`src/rtl/acc_flag_stage_pkg.sv`:
```
// Shared CPU package: datapath widths, stage FSM encoding and ALU op-codes.
package acc_flag_stage_pkg;

    localparam int unsigned WIDTH = 8;
    localparam int unsigned CNT_W = 4;

    // Accumulator stage FSM: IDLE accepts commands, ROT sequences a rotation.
    typedef enum logic {
        StIdle = 1'b0,
        StRot  = 1'b1
    } state_e;

    // Op-codes decoded by the upstream bitwise/arith slice.
    typedef enum logic [2:0] {
        AluAnd  = 3'd0,
        AluOr   = 3'd1,
        AluXor  = 3'd2,
        AluNot  = 3'd3,
        AluAdd  = 3'd4,
        AluSub  = 3'd5,
        AluPass = 3'd6,
        AluInc  = 3'd7
    } alu_op_e;

    // One step of a rotate-left through carry on a {carry, acc} pair.
    function automatic logic [WIDTH:0] rotl_through_carry(input logic [WIDTH:0] v);
        return {v[WIDTH-1:0], v[WIDTH]};
    endfunction

endpackage

```
`src/rtl/acc_flag_stage_down_counter.sv`:
```
// Loadable down-counter that stops at zero; flags the final count.
module acc_flag_stage_down_counter #(
    parameter int unsigned CNT_W = 4
) (
    input  logic             clk,
    input  logic             nrst,
    input  logic             load,
    input  logic [CNT_W-1:0] load_val,
    input  logic             en,
    output logic             last
);

    logic [CNT_W-1:0] count_q;

    // Load has priority over decrement; decrement saturates at zero.
    always_ff @(posedge clk) begin
        if (!nrst) begin
            count_q <= '0;
        end else if (load) begin
            count_q <= load_val;
        end else if (en && (count_q != '0)) begin
            count_q <= count_q - 1'b1;
        end
    end

    // High while the count is on its final step.
    always_comb begin
        last = (count_q == CNT_W'(1));
    end

endmodule

```
`src/rtl/acc_flag_stage.sv`:
```
// Accumulator / flag stage behind the ALU: load, and multi-cycle rotate through carry.
module acc_flag_stage #(
    parameter int unsigned WIDTH = acc_flag_stage_pkg::WIDTH,
    parameter int unsigned CNT_W = acc_flag_stage_pkg::CNT_W
) (
    input  logic             clk,
    input  logic             nrst,
    input  logic [WIDTH-1:0] alu_q,
    input  logic             alu_cout,
    input  logic             wr_en,
    input  logic             rot_en,
    input  logic [CNT_W-1:0] rot_cnt,
    output logic [WIDTH-1:0] acc,
    output logic             carry,
    output logic             zero,
    output logic             busy,
    output logic             done
);

    import acc_flag_stage_pkg::state_e;
    import acc_flag_stage_pkg::StIdle;
    import acc_flag_stage_pkg::StRot;

    state_e           state_q, state_d;
    logic [WIDTH-1:0] acc_q, acc_d;
    logic             carry_q, carry_d;
    logic             zero_q, zero_d;
    logic             busy_q, busy_d;
    logic             done_q, done_d;
    logic             cnt_load;
    logic             cnt_en;
    logic             cnt_last;

    acc_flag_stage_down_counter #(
        .CNT_W(CNT_W)
    ) u_rot_counter (
        .clk     (clk),
        .nrst    (nrst),
        .load    (cnt_load),
        .load_val(rot_cnt),
        .en      (cnt_en),
        .last    (cnt_last)
    );

    // Next-state: command decode in IDLE, one rotate step per cycle in ROT.
    always_comb begin
        state_d  = state_q;
        acc_d    = acc_q;
        carry_d  = carry_q;
        busy_d   = busy_q;
        done_d   = 1'b0;
        cnt_load = 1'b0;
        cnt_en   = 1'b0;

        unique case (state_q)
            StIdle: begin
                if (wr_en) begin
                    // Load wins over a simultaneous rotate; the rotate is dropped.
                    acc_d   = alu_q;
                    carry_d = alu_cout;
                    done_d  = 1'b1;
                end else if (rot_en) begin
                    if (rot_cnt == '0) begin
                        done_d = 1'b1;
                    end else begin
                        cnt_load = 1'b1;
                        busy_d   = 1'b1;
                        state_d  = StRot;
                    end
                end
            end
            StRot: begin
                // Commands are ignored here; only the rotation advances.
                {carry_d, acc_d} = {acc_q, carry_q};
                cnt_en           = 1'b1;
                if (cnt_last) begin
                    busy_d  = 1'b0;
                    done_d  = 1'b1;
                    state_d = StIdle;
                end
            end
            default: begin
                state_d = StIdle;
                busy_d  = 1'b0;
            end
        endcase

        // Derived from the next acc so the flag always matches the register.
        zero_d = (acc_d == '0);
    end

    // State and flag registers; reset aborts any rotation in flight.
    always_ff @(posedge clk) begin
        if (!nrst) begin
            state_q <= StIdle;
            acc_q   <= '0;
            carry_q <= 1'b0;
            zero_q  <= 1'b1;
            busy_q  <= 1'b0;
            done_q  <= 1'b0;
        end else begin
            state_q <= state_d;
            acc_q   <= acc_d;
            carry_q <= carry_d;
            zero_q  <= zero_d;
            busy_q  <= busy_d;
            done_q  <= done_d;
        end
    end

    // Outputs come straight from registers.
    always_comb begin
        acc   = acc_q;
        carry = carry_q;
        zero  = zero_q;
        busy  = busy_q;
        done  = done_q;
    end

endmodule
```
`config.mk`:
```
export PLATFORM = sky130hd
export DESIGN_NAME = acc_flag_stage
export DESIGN_NICKNAME = d
export VERILOG_FILES = /design/src/rtl/acc_flag_stage_pkg.sv /design/src/rtl/acc_flag_stage_down_counter.sv /design/src/rtl/acc_flag_stage.sv
export SDC_FILE = /design/constraint.sdc
export NUM_CORES = 1
export LEC_CHECK = 0
export CAP_MARGIN = 10
export CORE_ASPECT_RATIO = 1.4
export CORE_MARGIN = 2
export CORE_UTILIZATION = 40
export DETAILED_ROUTE_END_ITERATION = 7
export HOLD_SLACK_MARGIN = 0.05
export PLACE_DENSITY = 0.81
export SKIP_CTS_REPAIR_TIMING = 1
export SYNTH_ARGS = -nofsm -noshare
export SYNTH_HDL_FRONTEND = slang
export SYNTH_SLANG_ARGS = --single-unit
```
`constraint.sdc`:
```
create_clock -name clk -period 1.2 [get_ports clk]
set_input_delay 0.12 -clock clk [delete_from_list [all_inputs] [get_ports clk]]
set_output_delay 0.12 -clock clk [all_outputs]
set_load 0.01 [all_outputs]
```
==> results.md <==
- RR Startpoint: u_rot_counter.count_q[1]
- Most frequent cells in the layout: buf_4, nor2_1, clkdlybuf4s50_1, dlymetal6s2s_1, a21oi_1
- # placed instances: 171
- Final wirelength: 2.539 mm
- Part of the total power dissipated in the clock network: 0.204
- Crit Path Class: flop to flop
- Worst hold path type: input port to flop
- Largest net degree at the start of global routing: 12
- Clock Skew: 8.295 ps
- Net Switching: 0.0004432 W
- Vias: 976
- Worst hold endpoint: u_rot_counter.count_q[1]
- Die span in x: 44.14 um
- CP Max Fanout: 5
- Syn Nets: 125
- Setup TNS: -252.0 ps
- Final setup violation count: 4
- WHS Path Cells: 4
- Initial DRC count: 17
- Cell row count: 20
- Max Transition Viols Final: 0
- Synth warnings: 0
- Fin. Hold Viols: 0
- Routed Antenna Nets: 0
- # diodes: 0
- Mapped Area: 902.1 sq um
- Worst R2R Setup Slack: -110 ps
- RSZ-0062 raised after global routing: true
- Post-Synthesis Cells: 105
- H-tree depth: 1
- Peak VDD IR: 0.0006487 V
- Synth Area per Inst: 8.592 sq um
- GRT Util Overall: 0.1965
- Worst r2r path cells: 5
- Final net count: 176
- Flop and latch count out of synthesis: 17
- Leakage: 0.8383 nW
- Wire per inst: 14.34 um
- Minimum period implied by the final worst setup slack: 1313 ps
- Critical Path RT: 1410 ps
- GRT Residual Overflow: 0
- Root Driver: clkbuf_4
- CP Data Arrival Time: 1520 ps
- Vias per std cell: 5.514
- Initial DRT Pass Iterations: 4
- Sw Share: 0.2974
- DRC: 0
- EDFF count, synth: 0
- Max Root-Sink Buffers: 2
- Status: finished with violations
- Internal: 0.001047 W
- Combinational Power Share: 0.350
- CP endpoint kind: flop
- Clk Latency, worst-skew pair: 290 ps
- Vias in the first global route: 939
- Slew @ Worst Pin: 265.1 ps
- Die H: 60.19 um
- Syn-to-layout area delta: 68.24%
- Area of the multi-input gates: 588.1 sq um
- Post-place instance area: 0.001373 sq mm
- Core Area: 0.002152 sq mm
- GP Congestion: 0.8384
- I/O pins: 29
- Num CTS Buffers: 3
- FF/Latch Area: 352.8 sq um
- Initial antenna violation count: 0
- Reg2reg end: u_rot_counter.count_q[1]
- MaxCap Viol Count: 0
- Synth area leaders: dfxtp_1, mux2i_1, nor2_1, a21oi_1, ha_1
- Async set-reset flop share out of synthesis: 0
- Fin cells: 177
- Post-route cell area: 0.001518 sq mm
- Fill cells: 162
- Final Util: 0.7052
- Pwr dens: 981.9 mW/mm^2
- CTS tree: built
- Failing checks: negative setup slack
- I/O Buffers: 28
- DP Wirelength: 1.834 mm
- Max Clock Freq: 0.7616 GHz
- Area leader, netlist: dfxtp_1
- Clock Pin Slew Worst Setup and Hold Paths: 90 ps
- Share of layout cells above drive strength 1: 0.3419
- Worst Hold Launch: rot_cnt[1]
- Nature of the critical path startpoint: flop
- Synth unique cells: 31
- Die area: 0.002656 sq mm
- Setup ws final: -113.0 ps
- Final clock period utilization by the worst path: 1.094
- Max_slew headroom: 0.8217
- Clk sink count: 17
- Dpl ws: -473.0 ps
- First-pass GRT wire length: 3.870 mm
- Commonest non-fill, non-tap cell in the layout: buf_4
- Main flop type after synthesis: dfxtp_1
- Seq pwr share: 0.446
- Synth top area share: 0.3773
- Initial core utilization: 0.4192
- Sequential element share of the synthesized area: 0.3773
==> metrics by stage <==
stage	hold WS [ps]	total power, W
2_1_floorplan	191.1	0.0009017
3_3_place_gp	442.5	0.001137
3_5_place_dp	450.8	0.001151
4_1_cts	465.2	0.001456
5_1_grt	327.5	0.001572
6_report	320.9	0.001490
==> cell type report <==
class	count	share of cell area
well taps	22	0.01814
flip-flops and latches	17	0.2325
multi-input cells	78	0.3875
inverters	5	0.01237
clock buffers	4	0.01731
repair buffers	51	0.3322
==> worst max-delay path by stage <==
stage | to | cells past startpoint | slack [ps] | from
final | u_rot_counter.count_q[1] | 5 | -110 | u_rot_counter.count_q[1]
after global routing | u_rot_counter.count_q[1] | 5 | -150 | u_rot_counter.count_q[0]
after CTS | acc[4] | 1 | -230 | acc[4]
after detailed placement | zero | 5 | -470 | wr_en
after global placement | u_rot_counter.count_q[3] | 5 | -440 | rot_cnt[3]
after floorplan | u_rot_counter.count_q[1] | 5 | -40 | u_rot_counter.count_q[1]
==> critical path, stage by stage, from the launching register on <==
cell	delay, ps
dfxtp_2	340
inv_2	50
ha_4	160
a21bo_4	240
mux2_4	300
o22ai_2	150
==> cells in the mapped netlist (3+ instances only) <==
cell,number
nand2_1,7
nor2_1,19
a21oi_1,11
inv_1,5
mux2_2,3
mux2i_1,10
dfxtp_1,17
ha_1,3
==> kinds of logic after synthesis <==
group           after synthesis  share of synthesized area
compound gates               25                     0.1789
xor+xnor                      1                   0.009711
fa+ha+maj                     3                    0.04161
buf+inv                      10                    0.05548
flops                        17                     0.3773
mux                          13                     0.1484
simple gates                 36                     0.1886
==> metal layers <==
| metal | up-vias | track usage | wire length [um] |
|---|---|---|---|
| met4 | 0 | 0.09524 | 76 |
| met2 | 41 | 0.3613 | 1340 |
| met5 | - | 0 | 0 |
| met3 | 10 | 0.02719 | 145 |
| li1 | 472 | - | - |
| met1 | 453 | 0.2148 | 976 |
==> flip-flops by register name (all words and copies together) (netlist names) <==
name and flops:
acc 8, busy 1, carry 1, done 1, state_q 1, u_rot_counter.count_q 4, zero 1
==> power groups by stage <==
stage | logic (W) | registers (W) | clock network (W)
5_1_grt | 0.000563 | 0.000671 | 0.000338
6_report | 0.000521 | 0.000665 | 0.000304
4_1_cts | 0.000486 | 0.000658 | 0.000312
2_1_floorplan | 0.000227 | 0.000675 | 0
3_5_place_dp | 0.000481 | 0.000670 | 0
3_3_place_gp | 0.000467 | 0.000670 | 0
(Power assumes the default switching activity.)
==> variant 1: new RTL, same settings <==
`CNT_W` is set to 4 in 2 places; all go to 5.
--- a/src/rtl/acc_flag_stage_pkg.sv
+++ b/src/rtl/acc_flag_stage_pkg.sv
@@ -4,3 +4,3 @@
     localparam int unsigned WIDTH = 8;
-    localparam int unsigned CNT_W = 4;
+    localparam int unsigned CNT_W = 5;
 
--- a/src/rtl/acc_flag_stage_down_counter.sv
+++ b/src/rtl/acc_flag_stage_down_counter.sv
@@ -2,3 +2,3 @@
 module acc_flag_stage_down_counter #(
-    parameter int unsigned CNT_W = 4
+    parameter int unsigned CNT_W = 5
 ) (
Ports: changed (resized rot_cnt); port bits go from 29 to 30. The function was not compared with the original's and may differ.
==> variant 1 against the original RTL <==
- the run still ends with negative setup slack left
- synthesized cell count unchanged
- sequential cell count increased by 1
- first-iteration DRC count decreased by 5.9%
- final area increased by 0.74%
- wire length decreased by 3.0%
- critical path depth decreased by 1
- sequential share of layout area increased by 1.1 points
- clock skew about the same
- area after synthesis increased by 3.2%
- setup slack got worse by 0.088 ns
- final cell count increased by 0.56%
- power increased by 5.6%
- via count decreased by 2.0%
- largest cell class unchanged
- largest power group unchanged
==> variant 1: results <==
group,metric,value,unit
sta,fin_ws,-0.201,ns
sta,finClkSkew,0.00878,ns
global_route,grtUsageTotal,0.196,
yosys,synth_cell_types,39,
global_route,grt_max_degree,12,
cells_and_area,fill_cells,177,
cells_and_area,drive_above_1_share,0.288,
cells_and_area,layout.nets,177,
yosys,yosys-top-cells-count,"18 x dfxtp_1, 13 x nand2_1, 11 x nor2_1",
yosys,synth_seq_area_share,0.387,
route,drt-wirelength-per-cell,13.8,um
sta,maxSlewHeadroom,0.838,
power_and_ir_drop,leakage,0.845,nW
status,status,"finished, violations left",
route,vias,956,
placement,dp_slack,-0.552,ns
sta,fin_tns_setup,-0.752,ns
yosys,synth.area.top_cells,"dfxtp_1 39%, mux2i_1 9.7%, nand2_1 5.2%, a21oi_1 4.8%, nor2_1 4.4%",
placement,dp_hpwl,1.90,mm
clock_network,path_clk_slew,0.11,ns
placement,numPortBuffers,29,
power_and_ir_drop,peakVddDrop,0.730,mV
placement,routabilityCongestion,0.868,
yosys,ys_async_sr_fraction,0,
route,drt_iter0_drc,16,
worst_setup_path,cp.arrival,1.63,ns
worst_setup_path,cp_max_fo,4,
sta,setup_viol,6,
worst_setup_path,max_stage_delay,0.39,ns
status,violations,"negative setup slack",
==> variant 1: changes by cell type after synthesis, moves of 2 or more <==
cell      before  now
o21ai_0        2    4
a21oi_1       11    9
nor3_1         1    4
clkinv_1       0    2
inv_1          5    2
nor2_1        19   11
nand2_1        7   13
o22ai_1        2    0
o31ai_1        2    0
==> variant 1: final cells by class <==
type,count,area [um^2],share of cell area
inverters,4,15.0,0.00982
clock buffers,4,36.3,0.0237
multi-input cells,79,573,0.375
well taps,22,27.5,0.0180
repair buffers,51,505,0.331
flip-flops and latches,18,372,0.243
==> variant 1: stage by stage <==
step / instances / util
floorplan: 105 / -
global placement: 173 / 0.634
detailed placement: 173 / 0.634
CTS: 177 / 0.651
global route: 178 / 0.702
finish: 178 / 0.702
==> variant 1: kinds of logic (layout without fill, tap and decap cells) <==
kind of cell               after synthesis  after routing  synth area share
muxes                                   11             11             0.121
xor gates and xnor gates                 1              1           0.00941
AOI/OAI and AO/OA                       28             28             0.219
DFF                                     18             18             0.387
buffers and inverters                    8             59            0.0444
and+or+nand+nor                         37             37             0.192
adders and majority gates                2              2            0.0269
==> variant 1: worst paths after layout <==
kind / depth (start not counted) / slack, ns / to / from
max: 4 / -0.20 / zero$_SDFF_PN1_ / state_q$_SDFF_PN0_
min: 3 / 0.11 / u_rot_counter.count_q[4]$_SDFFE_PN0P_ / rot_cnt[4]
max reg2reg: 4 / -0.20 / zero$_SDFF_PN1_ / state_q$_SDFF_PN0_
min reg2reg: 2 / 0.48 / busy$_SDFFE_PN0P_ / busy$_SDFFE_PN0P_
==> variant 1: routing by layer <==
layer | track usage | up-vias | wire (um)
li1 | - | 481 | -
met1 | 0.214 | 442 | 1030
met2 | 0.364 | 28 | 1280
met3 | 0.0323 | 5 | 108
met4 | 0.0882 | 0 | 38
met5 | 0 | - | 0
==> variant 1: power breakdown <==
group	internal, W	total, W	switching (W)
clock	0.000185	0.000382	0.000196
combinational	0.000281	0.000493	0.000212
sequential	0.000654	0.000699	0.0000456
total	0.00112	0.00157	0.000454
==> variant 1: critical path: cells and delay by family, from the launching register on <==
family / cells / cell delay, ns
AO/OA/AOI/OAI: 3 / 0.57
flip-flops: 1 / 0.36
AND/OR/NAND/NOR: 1 / 0.39
==> variant 2: new RTL, config.mk and constraints unchanged <==
Without the edit above. Register the inputs `alu_q`, `alu_cout`, `wr_en`, `rot_en` and `rot_cnt` before use, with the module's reset. The logic sees them one clock later.
--- a/src/rtl/acc_flag_stage.sv
+++ b/src/rtl/acc_flag_stage.sv
@@ -23,2 +23,24 @@
 
+    logic [WIDTH-1:0] alu_q_q;
+    logic alu_cout_q;
+    logic wr_en_q;
+    logic rot_en_q;
+    logic [CNT_W-1:0] rot_cnt_q;
+
+    always_ff @(posedge clk) begin
+        if (!nrst) begin
+            alu_q_q    <= '0;
+            alu_cout_q <= '0;
+            wr_en_q    <= '0;
+            rot_en_q   <= '0;
+            rot_cnt_q  <= '0;
+        end else begin
+            alu_q_q    <= alu_q;
+            alu_cout_q <= alu_cout;
+            wr_en_q    <= wr_en;
+            rot_en_q   <= rot_en;
+            rot_cnt_q  <= rot_cnt;
+        end
+    end
+
     state_e           state_q, state_d;
@@ -39,3 +61,3 @@
         .load    (cnt_load),
-        .load_val(rot_cnt),
+        .load_val(rot_cnt_q),
         .en      (cnt_en),
@@ -56,9 +78,9 @@
             StIdle: begin
-                if (wr_en) begin
+                if (wr_en_q) begin
                     // Load wins over a simultaneous rotate; the rotate is dropped.
-                    acc_d   = alu_q;
-                    carry_d = alu_cout;
+                    acc_d   = alu_q_q;
+                    carry_d = alu_cout_q;
                     done_d  = 1'b1;
-                end else if (rot_en) begin
-                    if (rot_cnt == '0) begin
+                end else if (rot_en_q) begin
+                    if (rot_cnt_q == '0) begin
                         done_d = 1'b1;
Formal check against the unedited RTL: not equivalent (a bounded check fails within 4 cycles, from zero or initial values and one cycle with nrst low).
==> variant 2 against the original RTL <==
- the run still ends with negative setup slack left
- final area grew 38%
- global-route usage shrank 2.0 points
- sequential cell count grew 15
- count of clock-buffer cells in the layout grew 1
- critical path depth grew 1
- area after synthesis grew 47%
- sequential share of layout area grew 8.2 points
- wire length grew 29%
- combinational power shrank 7.5%
- power grew 80%
- setup slack lost 0.26 ns
- maximum frequency shrank 17%
- non-clock buffer count grew 2
- critical path type unchanged
- critical endpoint unchanged
==> variant 2: results <==
group,metric,value,unit
sta,fin_ws,-0.373,ns
power_and_ir_drop,peakVddDrop,0.874,mV
route,avgViaCountPerCell,5.13,
yosys,synthCells,132,
sta,whs,0.396,ns
worst_setup_path,cp_max_fo,3,
worst_setup_path,cp.arrival,1.74,ns
power_and_ir_drop,leakage,1.02,nW
status,violations,"negative setup slack",
cells_and_area,finalCoreUtilization,0.662,
cells_and_area,fill_cells,226,
placement,dp_slack,-0.376,ns
placement,dp_hpwl,2.18,mm
sta,tightest_slew,0.286,ns
route,wirelength,3.29,mm
power_and_ir_drop,powerComb,0.000482,W
cells_and_area,layout.nets,205,
global_route,grt_pass1_vias,1160,
status,status,"finished, violations left",
global_route,grtUsageTotal,0.177,
worst_hold_path,min_to,"alu_q_q[2]$_SDFF_PN0_",
sta,setup_viol,8,
global_route,grt_use_met2,0.299,
clock_network,numCtsBuffers,5,
worst_hold_path,hold_depth,2,
-- variant 2: cell count changes after synthesis, sizes merged, moves of 5 or more --
| cell | before | now |
|---|---|---|
| a21oi | 11 | 1 |
| o21ai | 2 | 8 |
| dfxtp | 17 | 32 |
| nor2 | 19 | 3 |
| and2 | 0 | 21 |
| nor2b | 0 | 5 |
-- variant 2: area by class of cell --
class	count	share of cell area
clock buffer	5	0.0330
sequential	32	0.314
timing repair buffer	53	0.254
clock inverter	3	0.0204
inverter	5	0.00899
tap	39	0.0234
multi-input combinational	88	0.347
-- variant 2: kinds of logic after synthesis --
group | count (synthesis) | synth area share
simple gates | 50 | 0.216
compound gates | 23 | 0.137
mux | 11 | 0.0870
fa+ha+maj | 3 | 0.0284
flops | 32 | 0.484
xor+xnor | 1 | 0.00662
buf+inv | 12 | 0.0406
-- variant 2: metal layers --
metal  share of wire  routed length, um
met1            0.39               1290
met4           0.024                 80
met2            0.52               1710
met5               0                  0
met3           0.062                204
